[src/rtl/operand_fetch.sv]
// Operand fetch: drives the register file read ports for one issue bundle per cycle,
// forwards same-edge writebacks, and buffers the operands in a 2-entry output FIFO.
`timescale 1ns/1ps

`ifndef PARALLEL_ORDER
`define PARALLEL_ORDER 2
`endif
`ifndef REG_ADDR_WIDTH
`define REG_ADDR_WIDTH 5
`endif
`ifndef REG_DATA_WIDTH
`define REG_DATA_WIDTH 32
`endif

module operand_fetch #(
  parameter int P  = `PARALLEL_ORDER,
  parameter int AW = `REG_ADDR_WIDTH,
  parameter int DW = `REG_DATA_WIDTH
) (
  input  logic                 clk,
  input  logic                 rst_n,
  input  logic                 in_valid,
  output logic                 in_ready,
  input  logic [P-1:0]         in_lane_en,
  input  logic [P-1:0][AW-1:0] in_src1,
  input  logic [P-1:0][AW-1:0] in_src2,
  output logic [P-1:0]         r_valid1,
  output logic [P-1:0][AW-1:0] r_addr1,
  output logic [P-1:0]         r_valid2,
  output logic [P-1:0][AW-1:0] r_addr2,
  input  logic [P-1:0][DW-1:0] r_data1,
  input  logic [P-1:0][DW-1:0] r_data2,
  input  logic [P-1:0]         w_valid,
  input  logic [P-1:0][AW-1:0] w_addr,
  input  logic [P-1:0][DW-1:0] w_data,
  output logic                 out_valid,
  input  logic                 out_ready,
  output logic [P-1:0]         out_lane_en,
  output logic [P-1:0][DW-1:0] out_op1,
  output logic [P-1:0][DW-1:0] out_op2
);

  // Returns {hit, data}; later write lanes override earlier ones.
  function automatic logic [DW:0] fwd_lookup(
    input logic [AW-1:0]         src,
    input logic [P-1:0]          wv,
    input logic [P-1:0][AW-1:0]  wa,
    input logic [P-1:0][DW-1:0]  wd
  );
    logic [DW:0] res;
    res = '0;
    for (int j = 0; j < P; j++) begin
      if (wv[j] && (wa[j] == src)) res = {1'b1, wd[j]};
    end
    return res;
  endfunction

  logic                 accept;
  logic                 pop;
  logic [1:0]           cnt;
  logic [P-1:0][DW:0]   look1_p0, look2_p0;

  logic                 vld_p1;
  logic [P-1:0]         lane_en_p1, hit1_p1, hit2_p1;
  logic [P-1:0][DW-1:0] fwd1_p1, fwd2_p1;

  logic [P-1:0][DW-1:0] op1_p2, op2_p2;
  logic [P-1:0]         fifo_en  [2];
  logic [P-1:0][DW-1:0] fifo_op1 [2];
  logic [P-1:0][DW-1:0] fifo_op2 [2];
  logic                 wr_ptr, rd_ptr;
  logic [1:0]           fifo_cnt;

  assign out_valid = (fifo_cnt != 2'd0);
  assign pop       = out_valid && out_ready;
  assign in_ready  = (cnt < 2'd2) || pop;
  // Gated by rst_n so no read is issued while reset is held.
  assign accept    = rst_n && in_valid && in_ready;

  // Stage p0: read port drive and writeback snoop at the accept edge
  always_comb begin
    r_valid1 = '0;
    r_valid2 = '0;
    r_addr1  = '0;
    r_addr2  = '0;
    look1_p0 = '0;
    look2_p0 = '0;
    for (int i = 0; i < P; i++) begin
      r_valid1[i] = accept && in_lane_en[i];
      r_valid2[i] = accept && in_lane_en[i];
      r_addr1[i]  = accept ? in_src1[i] : '0;
      r_addr2[i]  = accept ? in_src2[i] : '0;
      look1_p0[i] = fwd_lookup(in_src1[i], w_valid, w_addr, w_data);
      look2_p0[i] = fwd_lookup(in_src2[i], w_valid, w_addr, w_data);
    end
  end

  // Stage p1: in-flight bundle waiting for the register file data
  always_ff @(posedge clk or negedge rst_n) begin
    if (!rst_n) vld_p1 <= 1'b0;
    else        vld_p1 <= accept;
  end

  always_ff @(posedge clk) begin
    if (accept) begin
      lane_en_p1 <= in_lane_en;
      for (int i = 0; i < P; i++) begin
        hit1_p1[i] <= look1_p0[i][DW];
        hit2_p1[i] <= look2_p0[i][DW];
        fwd1_p1[i] <= look1_p0[i][DW-1:0];
        fwd2_p1[i] <= look2_p0[i][DW-1:0];
      end
    end
  end

  // Stage p2: operand select and FIFO write
  always_comb begin
    op1_p2 = '0;
    op2_p2 = '0;
    for (int i = 0; i < P; i++) begin
      if (lane_en_p1[i]) begin
        op1_p2[i] = hit1_p1[i] ? fwd1_p1[i] : r_data1[i];
        op2_p2[i] = hit2_p1[i] ? fwd2_p1[i] : r_data2[i];
      end
    end
  end

  always_ff @(posedge clk) begin
    if (vld_p1) begin
      fifo_en[wr_ptr]  <= lane_en_p1;
      fifo_op1[wr_ptr] <= op1_p2;
      fifo_op2[wr_ptr] <= op2_p2;
    end
  end

  // The credit counter covers the in-flight stage too, so the FIFO cannot overflow.
  always_ff @(posedge clk or negedge rst_n) begin
    if (!rst_n) begin
      cnt      <= 2'd0;
      fifo_cnt <= 2'd0;
      wr_ptr   <= 1'b0;
      rd_ptr   <= 1'b0;
    end else begin
      case ({accept, pop})
        2'b10:   cnt <= cnt + 2'd1;
        2'b01:   cnt <= cnt - 2'd1;
        default: cnt <= cnt;
      endcase
      case ({vld_p1, pop})
        2'b10:   fifo_cnt <= fifo_cnt + 2'd1;
        2'b01:   fifo_cnt <= fifo_cnt - 2'd1;
        default: fifo_cnt <= fifo_cnt;
      endcase
      if (vld_p1) wr_ptr <= ~wr_ptr;
      if (pop)    rd_ptr <= ~rd_ptr;
    end
  end

  assign out_lane_en = out_valid ? fifo_en[rd_ptr]  : '0;
  assign out_op1     = out_valid ? fifo_op1[rd_ptr] : '0;
  assign out_op2     = out_valid ? fifo_op2[rd_ptr] : '0;

endmodule

[config.mk]
export PLATFORM = sky130hd
export DESIGN_NAME = operand_fetch
export DESIGN_NICKNAME = d
export VERILOG_FILES = /design/src/rtl/operand_fetch.sv
export SDC_FILE = /design/constraint.sdc
export NUM_CORES = 1
export LEC_CHECK = 0
export BUFFER_PORTS_ARGS = -buffer_cell sky130_fd_sc_hd__buf_2
export CAP_MARGIN = 20
export CELL_PAD_IN_SITES_DETAIL_PLACEMENT = 0
export CELL_PAD_IN_SITES_GLOBAL_PLACEMENT = 1
export CORE_MARGIN = 3
export CORE_UTILIZATION = 45
export CTS_BUF_LIST = sky130_fd_sc_hd__clkbuf_4 sky130_fd_sc_hd__clkbuf_8 sky130_fd_sc_hd__clkbuf_16
export DETAILED_ROUTE_END_ITERATION = 10
export PLACE_DENSITY_LB_ADDON = 0.1
export SLEW_MARGIN = 20
export SYNTH_ARGS = -nofsm -noshare
export SYNTH_HDL_FRONTEND = slang
export SYNTH_SLANG_ARGS = --single-unit
[constraint.sdc]
create_clock -name clk -period 10.45 [get_ports clk]
set_clock_uncertainty 0.2 [all_clocks]
set_input_delay 2.6125 -clock clk [delete_from_list [all_inputs] [get_ports clk]]
set_output_delay 2.6125 -clock clk [all_outputs]
set_load 0.02 [all_outputs]
==> out/summary.md, run 1 <==
The count of input and output buffers came out at 385. The run gives 0 as the number of synthesis warnings. By area, the combinational part of the netlist is dominated by multiplexers. Summed over all failing endpoints, the final setup total negative slack is 0 ns. Data on the critical path arrives at its endpoint at 4.33 ns. The post-synthesis instance total was 1455; the final HPWL from detailed placement was 38900 um.

For the worst-skew pair, the clock arrives at the later sink with an insertion delay of 0.56 ns. Entering global routing, the biggest net connects 75 pins. The number of antenna violations at the first check in global routing was 21; the time the final worst path needs with I/O delays and setup was 7.14 ns. The tools report the count of cells resized by post-cts repair as 0.

The max-slew headroom at the worst pin came out at 0.271. From synthesis to final layout, the design area changed by 17.8%. The run gives 45 as the clock buffer count from CTS.

The share of the clock period used by the worst path works out to 0.684. The adder-cell area share of the yosys netlist works out to 0.00125. Ranked by total cell area, the synthesized netlist is headed by edfxtp_1 59%, mux2i_1 15%, mux2_4 6.5%, nor2b_1 4.0%, nor2_1 2.6%. The tightest min-delay check is of the flop to flop type.

edfxtp_1 is the most common cell in the netlist. The logs give 3 for the maximum count of clock buffers along a single path and 0 for the aggregate global routing overflow. The total of endpoints with negative setup slack in the final report is 0, and the area taken by multi-input logic gates is 7220 um2. Clock-pin slew was measured on the worst setup and hold paths at 0.06 ns. Once the clock tree was built, the setup fixing pass inserted 0 buffers.

The total standard cell area after synthesis was 20000 um2; the worst slack after detailed placement was 3.28 ns. The first global-routing pass estimated 84500 um of wire. For the number of nets in the final layout, the log shows 2030. The number of hold buffers added after CTS was 0.

In the routed design, unresolved DRC markers number 0. The top-area cell type share of the netlist area is 0.593. The dominant synthesized flop cell is edfxtp_1. The cell at the root of the clock tree is clkbuf_16. The overall die height was 217 um; the total wire length was 58200 um. The TritonCTS sink count was 401; the setup slack after layout was 3.31 ns. Wire length per cell after detailed routing: 24.0 um.

The area fraction in compound gates after synthesis was 0.00182; the core footprint was 43500 um2. For hold timing, the worst endpoint is cnt[1]. Cell count of the worst hold path: 1.

The post-synthesis share of cell area spent on xor and xnor gates was 0.0211; the cell area after layout was 23500 um2. After detailed placement, the design holds a cell count of 2336. For the proportion of synthesized chip area in sequential cells, the log shows 0.602.

Setup repair after global routing left no endpoint under its margin. For the endpoint required time on the critical path, the log shows 7.64 ns. The tools report the startpoint of the most critical register-to-register path as fifo_cnt[0]. For the final non-filler cell total, the log shows 2422. In this run, the number of DRC markers left after iteration 0 of detailed routing was 875.

Across the VDD grid, the largest voltage drop is 0.133 mV. Worst hold path startpoint: cnt[1]. Row generation in the floorplan step produced 76 rows.

Via-per-instance ratio: 5.29. The pin slew with the least headroom to its limit is 1.09 ns, and the fill cell total of the finished layout is 3807. The type of the worst setup path is primary input to output port. Across all layers, the routed design uses 12816 vias. For the standard cell area after detailed placement, the log shows 22200 um2. In the synthesized netlist, the cells that appear most often are 394 x edfxtp_1, 290 x mux2i_1, 138 x nor2_1. STA classifies the critical path startpoint as a primary input. The net count of the mapped netlist was 1687; the max-cap check violation count was 0. In this run, synthesis inferred 394 flip-flops with an integrated enable.

The number of top-level design ports came out at 386. The post-synthesis area per instance was 13.7 um2. For this design the static power due to leakage is 9.51 nW. Once detail routing completed, the nets flagged for antenna violations numbered 0. The design draws 0.00527 W. The number of global-route vias before repair was 13028; the count of final max-slew check failures was 0. TritonCTS built the clock tree. The die boundary width was 217 um. The register area came out at 12000 um2. The layout cell share with drive strength beyond 1 is 0.321. The largest area contributor in the synthesized netlist was edfxtp_1. The simple-gate portion of the synthesized area came out at 0.118. The run finished with clean final reports. The number of endpoints with negative hold slack in the final report is 0. The run gives 0.459 as the starting density of the core. The die area was 46900 um2. The routability congestion estimate came out at 0.895. The fraction of registers with async set/reset is 0.0175, and the count of unique library cells instantiated by Yosys is 27.

In this run the number of H-tree levels came out at 2. STA classifies the critical path endpoint as an output port. The multiplexer share of the synthesized area came out at 0.216. The power per unit of standard cell area is 224 nW/um2. The tools report the combined global-route utilization of all metal layers as 0.244. The number of cells on the worst reg-to-reg path is 5. The capturing point of the worst reg2reg path was fwd2_p1[46].

The biggest fanout along the worst timing path was 36. Flip-flop and latch count after synthesis: 401. The worst register-to-register path has a setup slack of 7.29 ns. The first detailed-routing pass took 5 iterations.

Based on the critical path, the design can be clocked at up to 140 MHz.
-- area by class of cell --
class                           count  share of cell area
Tap cell                          585              0.0311
Clock inverter                     21             0.00415
Inverter                           36             0.00575
Antenna cell                        8            0.000851
Multi-Input combinational cell    907               0.307
Clock buffer                       57              0.0517
Sequential cell                   401               0.511
Timing Repair Buffer              407              0.0890
-- metal layers --
metal	up-vias	global-route usage	wire, um
met5	-	0	144
met2	424	0.399	27800
met4	22	0.0749	1430
met1	6316	0.324	25000
li1	5956	-	-
met3	98	0.0568	3810
-- power breakdown --
part	switching (W)	total, W	internal, W
logic	0.00115	0.00171	0.000561
clock network	0.000620	0.00144	0.000818
registers	0.000109	0.00212	0.00201
-- sequential cells by signal, summed over array words and instances, names as in the netlist --
signal	cells
fifo_op1	128
fifo_op2	128
fwd1_p1	64
fwd2_p1	64
fifo_en	4
cnt	2
fifo_cnt	2
hit1_p1	2
hit2_p1	2
lane_en_p1	2
rd_ptr	1
vld_p1	1
wr_ptr	1
-- critical path: stages --
cell and delay [ns]:
buf_2 0.07, o21ai_1 0.10, nand2_1 0.11, and3_4 0.52, buf_4 0.48, and2_1 0.21
buf_2 0.17
-- layout by cell type (no fill, tap or decap), types with 32 or more instances in the layout --
| cell | Yosys | final |
|---|---|---|
| inv_1 | 36 | 36 |
| nor2b_1 | 128 | 128 |
| nor2_1 | 138 | 135 |
| buf_2 | 38 | 385 |
| mux2i_1 | 290 | 290 |
| nand4_1 | 32 | 32 |
| mux2_4 | 87 | 87 |
| clkbuf_16 | 0 | 45 |
| edfxtp_1 | 394 | 394 |
| nor3_1 | 96 | 96 |
| nand2_1 | 36 | 33 |
-- worst max path at each step --
stage / start / endpoint / slack, ns / depth (start not counted)
final: out_ready / r_valid2[1] / 3.31 / 7
after global routing: out_ready / r_valid2[1] / 3.13 / 7
after CTS: out_ready / r_valid2[1] / 3.26 / 7
after floorplan: out_ready / r_addr1[5] / 0.13 / 5
after global placement: out_ready / r_valid1[1] / 3.35 / 7
after detailed placement: out_ready / r_valid2[1] / 3.28 / 7
-- logic make-up after synthesis --
family / count (synthesis)
AOI/OAI and AO/OA: 5
xor gates and xnor gates: 48
adders and majority gates: 2
buffers and inverters: 147
DFF: 401
muxes: 386
and+or+nand+nor: 466
-- per-stage QoR --
| stage | util | hold WS, ns |
|---|---|---|
| 2_1_floorplan | - | 0.241 |
| 3_3_place_gp | 0.511 | 0.269 |
| 3_5_place_dp | 0.511 | 0.263 |
| 4_1_cts | 0.541 | 0.272 |
| 5_1_grt | 0.541 | 0.286 |
| 6_report | 0.541 | 0.269 |
No activity file was read; power rests on OpenSTA's default activity.
==> inputs of run 2 (changes only) <==
--- a/config.mk
+++ b/config.mk
@@ -10,7 +10,7 @@
 export CELL_PAD_IN_SITES_DETAIL_PLACEMENT = 0
 export CELL_PAD_IN_SITES_GLOBAL_PLACEMENT = 1
 export CORE_MARGIN = 3
-export CORE_UTILIZATION = 45
+export CORE_UTILIZATION = 41
 export CTS_BUF_LIST = sky130_fd_sc_hd__clkbuf_4 sky130_fd_sc_hd__clkbuf_8 sky130_fd_sc_hd__clkbuf_16
 export DETAILED_ROUTE_END_ITERATION = 10
 export PLACE_DENSITY_LB_ADDON = 0.1
==> constraint.sdc (replaced) <==
create_clock -name clk -period 6.4 [get_ports clk]
set_clock_uncertainty 0.2 [all_clocks]
set_input_delay 1.6 -clock clk [delete_from_list [all_inputs] [get_ports clk]]
set_output_delay 1.6 -clock clk [all_outputs]
set_load 0.02 [all_outputs]
==> out/summary.md, run 2 (same netlist as run 1, synthesis figures left out) <==
The tools report the max-cap check violation count as 0 (unchanged). The tools report the largest voltage drop on the vdd net as 0.220 mV (was 0.133 mV). The logs give 401 (unchanged) for the TritonCTS sink count and 0.295 ns (was 0.269 ns) for the worst hold slack. Worst hold path startpoint: cnt[1] (unchanged). The power per unit of standard cell area is 369 nW/um2 (was 224 nW/um2), and the clock buffer count from CTS is 46 (was 45). The run gives 0 (unchanged) as the aggregate global routing overflow. The layout cell share with drive strength beyond 1 is 0.326 (was 0.321). The final antenna-violating net count was 0 (unchanged); the number of global-route vias before repair was 12935 (was 13028).

The count of cells resized by post-cts repair is 0 (unchanged). Final non-filler cell total: 2454 (was 2422). The number of endpoints with negative hold slack in the final report is 0 (unchanged). The setup TNS after final layout was 0 ns (unchanged); the count of input and output buffers was 385 (unchanged). Number of nets in the final layout: 2033 (was 2030).

The run gives 0.250 (was 0.271) as the max-slew headroom at the worst pin. The combined global-route utilization of all metal layers was 0.229 (was 0.244); the overall die height was 227 um (was 217 um). The wire length per cell after detailed routing is 24.4 um (was 24.0 um). The clock transition at the registers of the reported paths came out at 0.06 ns (about the same). The routed design could run at a clock period as short as 4.72 ns. The biggest fanout along the worst timing path is 46 (was 36), and the number of antenna violations at the first check in global routing is 9 (was 21). Upper clock frequency limit: 212 MHz. The startpoint of the most critical register-to-register path is fifo_cnt[0] (unchanged). The type of destination of the critical path was an output port (unchanged).

The area overhead of the layout relative to synthesis was 18.7% (was 17.8%). The logs give 0.416 (was 0.459) for the starting density of the core and 0.494 (was 0.541) for the core utilization of the finished layout. The area taken by multi-input logic gates was 7220 um2 (unchanged). Setup repair after global routing left no endpoint under its margin.

The data arrival time of the critical path came out at 2.92 ns (was 4.33 ns). The cell at the root of the clock tree is clkbuf_16 (unchanged). The tools report the worst reg-to-reg setup slack as 3.54 ns (was 7.29 ns). The cell area after layout is 23700 um2 (was 23500 um2). The die boundary width was 227 um (was 217 um); the overall via count from detail_route was 12776 (was 12816). The largest net degree at the start of global routing is 102 (was 75), and the via-per-instance ratio is 5.21 (was 5.29).

Clock network latency to the later pin of the worst-skew pair: 0.57 ns (was 0.56 ns). The register area came out at 12000 um2 (unchanged). The tools report the worst-case hold path end point as cnt[1] (unchanged). Core footprint: 47900 um2 (was 43500 um2).

The commonest non-fill, non-tap cell in the layout was edfxtp_1 (unchanged). The share of the clock period used by the worst path is 0.738. For the post-CTS repair timing setup buffer count, the log shows 0 (unchanged). The die area is 51400 um2 (was 46900 um2). The number of top-level design ports was 386 (unchanged). TritonCTS built the clock tree. The tools report the capturing point of the worst reg2reg path as fwd1_p1[45] (was fwd2_p1[46]). The run gives 0 (unchanged) as the hold buffer count at cts. For the total wire length, the log shows 59900 um (was 58200 um). The global-route wire length before repair is 85800 um (was 84500 um). The number of cells traversed by the worst register-to-register path is 4 (was 5). The flow ran to the end, and the final reports show no timing, DRC or antenna violations. The endpoint required time on the critical path is 4.60 ns (was 7.64 ns).

The total of endpoints with negative setup slack in the final report was 0 (unchanged). The count of final max-slew check failures is 0 (unchanged). Top library cells by usage in the layout, fill and taps aside: 394 x edfxtp_1, 385 x buf_2, 290 x mux2i_1 (unchanged).

The run gives 4287 (was 3807) as the fill cell total of the finished layout. The number of cells after detailed placement was 2368 (was 2336). The type of the worst setup path was primary input to output port (unchanged). The routability congestion estimate is 0.821 (was 0.895), and the cell count of the worst hold path is 1 (unchanged). Kind of path behind the tightest hold check: flop to flop (unchanged). Type of element launching the critical path: a primary input (unchanged). The tools report the standard cell area after detailed placement as 22300 um2 (was 22200 um2). The run gives 2 (unchanged) as the deepest level of the CTS H-tree. The total DRC errors in the routed layout came out at 0 (unchanged).

Largest regs: fifo_op1 (128), fifo_op2 (128) (unchanged). The final HPWL from detailed placement was 40200 um (was 38900 um). Number of cell rows: 80 (was 76). The maximum count of clock buffers along a single path is 3 (unchanged).

Leakage power total: 9.59 nW (was 9.51 nW). The iteration-0 DRC count of the detailed router was 830 (was 875). Number of detailed-route iterations in the first pass: 5 (unchanged). The pin slew with the least headroom to its limit is 1.13 ns (was 1.09 ns).
run 2: cell types whose count changed in the layout (fill, tap and decap cells not counted), moves of 2 or more:
cell and delta:
clkinv_2 +7, clkinv_1 -5, diode_2 -3, buf_12 +2
clkbuf_4 -2, clkinvlp_4 -2, inv_6 +2
run 2: cell type report:
class / instances / share of cell area
timing repair buffer: 409 / 0.0909
inverter: 36 / 0.00571
antenna: 5 / 0.000528
tap: 615 / 0.0325
multi-input combinational: 907 / 0.305
clock inverter: 25 / 0.00687
sequential: 401 / 0.507
clock buffer: 56 / 0.0518
run 2: worst max-delay path by stage:
stage	startpoint	to	cells after the start
final	out_ready	r_addr1[2]	6
after floorplan	out_ready	r_addr1[5]	5
after CTS	out_ready	r_addr1[2]	6
after detailed placement	out_ready	r_addr1[2]	6
after global placement	out_ready	r_addr1[0]	6
after global routing	out_ready	r_addr2[9]	6
run 2: power by group:
part,leakage [nW],total (W),switching (W),internal [W]
Clock,0.705,0.00246,0.00105,0.00140
Combinational,5.16,0.00282,0.00189,0.000930
Sequential,3.73,0.00346,0.000177,0.00329
Total,9.59,0.00874,0.00312,0.00562
run 2: per-layer routing:
metal  part of all wire  track usage
met3              0.063       0.0480
met5             0.0016            0
met2               0.47        0.361
met1               0.45        0.322
met4              0.024       0.0652
run 2: stage by stage:
stage	setup WS, ns	power (W)
after floorplan	0.225	0.00531
after global placement	1.71	0.00636
after detailed placement	1.65	0.00638
after CTS	1.64	0.00886
after global routing	1.54	0.00914
final	1.68	0.00874
run 2: worst max-delay path: stages:
cell     delay [ns]
buf_2          0.08
o21ai_1        0.09
nand2_1        0.11
and3_4         0.60
and2_1         0.21
buf_2          0.16
==> inputs of run 3 (changes only) <==
==> constraint.sdc (replaced) <==
create_clock -name clk -period 4 [get_ports clk]
set_clock_uncertainty 0.2 [all_clocks]
set_input_delay 1 -clock clk [delete_from_list [all_inputs] [get_ports clk]]
set_output_delay 1 -clock clk [all_outputs]
set_load 0.02 [all_outputs]
==> out/summary.md, run 3 (same netlist as run 1, synthesis figures left out) <==
The flow ran to the end, and the final reports show no timing, DRC or antenna violations. The type of the worst setup path was primary input to output port (unchanged). The post-CTS repair timing setup buffer count came out at 0 (unchanged). The overall via count from detail_route was 12951 (was 12776). Cell Chain, Critical Path: buf_2 -> o21ai_1 -> nand2_1 -> and3_4 -> and2_1 -> buf_2 (unchanged). The type of destination of the critical path was an output port (unchanged). The run gives 0.228 (was 0.229) as the combined global-route utilization of all metal layers.

The overall die height is 227 um (unchanged). The clock transition at the registers of the reported paths works out to 0.06 ns (about the same). The number of global-route vias before repair came out at 12964 (was 12935). Subtracting the final worst setup slack from the clock period gives 3.43 ns.

The cell at the root of the clock tree is clkbuf_16 (unchanged). The max-slew headroom at the worst pin was 0.295 (was 0.250). The number of cells traversed by the worst register-to-register path works out to 4 (unchanged). For the fill cell total of the finished layout, the log shows 4271 (was 4287).

The largest voltage drop on the vdd net is 0.375 mV (was 0.220 mV). The share of the clock period used by the worst path came out at 0.857. For the total DRC errors in the routed layout, the log shows 0 (unchanged). The routability congestion estimate was 0.851 (was 0.821).

The aggregate global routing overflow is 0 (unchanged). The tools report the type of element launching the critical path as a primary input (unchanged). The run gives 0 ns (unchanged) as the setup TNS after final layout.

The area overhead of the layout relative to synthesis works out to 20.0% (was 18.7%). The capturing point of the worst reg2reg path is fwd1_p1[2] (was fwd1_p1[45]). Cell with the most instances on the worst path: buf_2 (unchanged). The pin slew with the least headroom to its limit came out at 1.06 ns (was 1.13 ns).

The worst reg-to-reg setup slack is 1.51 ns (was 3.54 ns). The biggest cell delay along the critical path is 0.51 ns (was 0.60 ns), and the TritonCTS sink count is 401 (unchanged). The count of cells resized by post-cts repair is 0 (unchanged), and the number of nets in the final layout is 2048 (was 2033).

The die boundary width is 227 um (unchanged). The layout cell share with drive strength beyond 1 works out to 0.330 (was 0.326). Top library cells by usage in the layout, fill and taps aside: 394 x edfxtp_1, 385 x buf_2, 290 x mux2i_1 (unchanged). The deepest level of the CTS H-tree was 2 (unchanged); the total of endpoints with negative setup slack in the final report was 0 (unchanged). The final non-filler cell total is 2475 (was 2454), and the power per unit of standard cell area is 588 nW/um2 (was 369 nW/um2). The clock buffer count from CTS is 47 (was 46).

The tools report the startpoint of the most critical register-to-register path as fifo_cnt[0] (unchanged). The max-cap check violation count was 0 (unchanged). The logs give 3 (unchanged) for the maximum count of clock buffers along a single path and 2.23 ns (was 2.92 ns) for the data arrival time of the critical path. The setup slack after layout came out at 0.572 ns (was 1.68 ns). The family of cells with the greatest summed delay on the critical path is simple AND/OR/NAND/NOR gates (unchanged). The tools report the clock network latency to the later pin of the worst-skew pair as 0.59 ns (was 0.57 ns).

Based on the critical path, the design can be clocked at up to 292 MHz. Largest regs: fifo_op1 (128), fifo_op2 (128) (unchanged). For the total wire length, the log shows 59400 um (was 59900 um). Cell at the slowest stage of the critical path: and3_4 (unchanged). The number of detailed-route iterations in the first pass is 5 (unchanged). TritonCTS built the clock tree. The tools report the hold buffer count at cts as 0 (unchanged). The number of endpoints with negative hold slack in the final report is 0 (unchanged), and the critical path buffer and inverter count is 2 (unchanged).

The global-route wire length before repair is 85800 um (about the same), and the wire length per cell after detailed routing is 24.0 um (was 24.4 um). For the count of final max-slew check failures, the log shows 0 (unchanged). Worst hold slack: 0.0545 ns (was 0.295 ns).

The number of top-level design ports was 386 (unchanged); the core footprint was 47900 um2 (unchanged). Cell area after layout: 23900 um2 (was 23700 um2). The number of cell rows was 80 (unchanged); the starting density of the core was 0.416 (unchanged). The biggest fanout along the worst timing path was 33 (was 46); the number of antenna violations at the first check in global routing was 10 (was 9). The tools report the die area as 51400 um2 (unchanged).

The logs give 41400 um (was 40200 um) for the final HPWL from detailed placement and 2.80 ns (was 4.60 ns) for the endpoint required time on the critical path. For the final antenna-violating net count, the log shows 0 (unchanged). Setup repair after global routing left no endpoint under its margin. The iteration-0 DRC count of the detailed router is 786 (was 830). The count of input and output buffers was 385 (unchanged).

The commonest non-fill, non-tap cell in the layout was edfxtp_1 (unchanged). The via-per-instance ratio was 5.23 (was 5.21); the standard cell area after detailed placement was 22500 um2 (was 22300 um2). The run gives 0.548 ns (was 1.65 ns) as the worst slack after detailed placement.

Kind of path behind the tightest hold check: primary input to async pin (was flop to flop). The leakage power total is 9.69 nW (was 9.59 nW). The number of cells after detailed placement was 2382 (was 2368); the largest net degree at the start of global routing was 67 (was 102).
-- run 3: final cells by class --
cell class / instances / area [um2] / share of cell area
Multi-Input combinational cell: 907 / 7220 / 0.301
Tap cell: 615 / 769 / 0.0321
Inverter: 36 / 135 / 0.00564
Timing Repair Buffer: 423 / 2400 / 0.100
Antenna cell: 9 / 22.5 / 0.000940
Clock buffer: 59 / 1270 / 0.0529
Sequential cell: 401 / 12000 / 0.502
Clock inverter: 25 / 128 / 0.00533
-- run 3: through the flow --
stage	utilization	power [W]
CTS	0.499	0.0143
finish	0.499	0.0141
global route	0.499	0.0148
global placement	0.470	0.0103
detailed placement	0.470	0.0103
floorplan	-	0.00846
-- run 3: how the worst max path moves through the flow --
stage / start / endpoint / slack [ns] / cells after the start
after CTS: fifo_cnt[0] / r_addr2[9] / 0.50 / 5
after detailed placement: out_ready / r_addr2[9] / 0.55 / 6
final: out_ready / r_addr2[9] / 0.57 / 6
after global placement: out_ready / r_valid1[1] / 0.60 / 6
after global routing: fifo_cnt[0] / r_addr1[0] / 0.43 / 5
after floorplan: out_ready / r_addr1[5] / 0.24 / 5
-- run 3: where the power goes --
group          switching, W  internal [W]
sequential         0.000230       0.00526
clock               0.00168       0.00223
combinational       0.00307       0.00160
total               0.00498       0.00909
-- run 3: layer usage --
metal | track usage | up-vias | wire length, um
met4 | 0.0568 | 4 | 1180
met5 | 0 | - | 30
met1 | 0.325 | 6425 | 26900
met3 | 0.0469 | 80 | 3600
met2 | 0.360 | 424 | 27700
li1 | - | 6018 | -
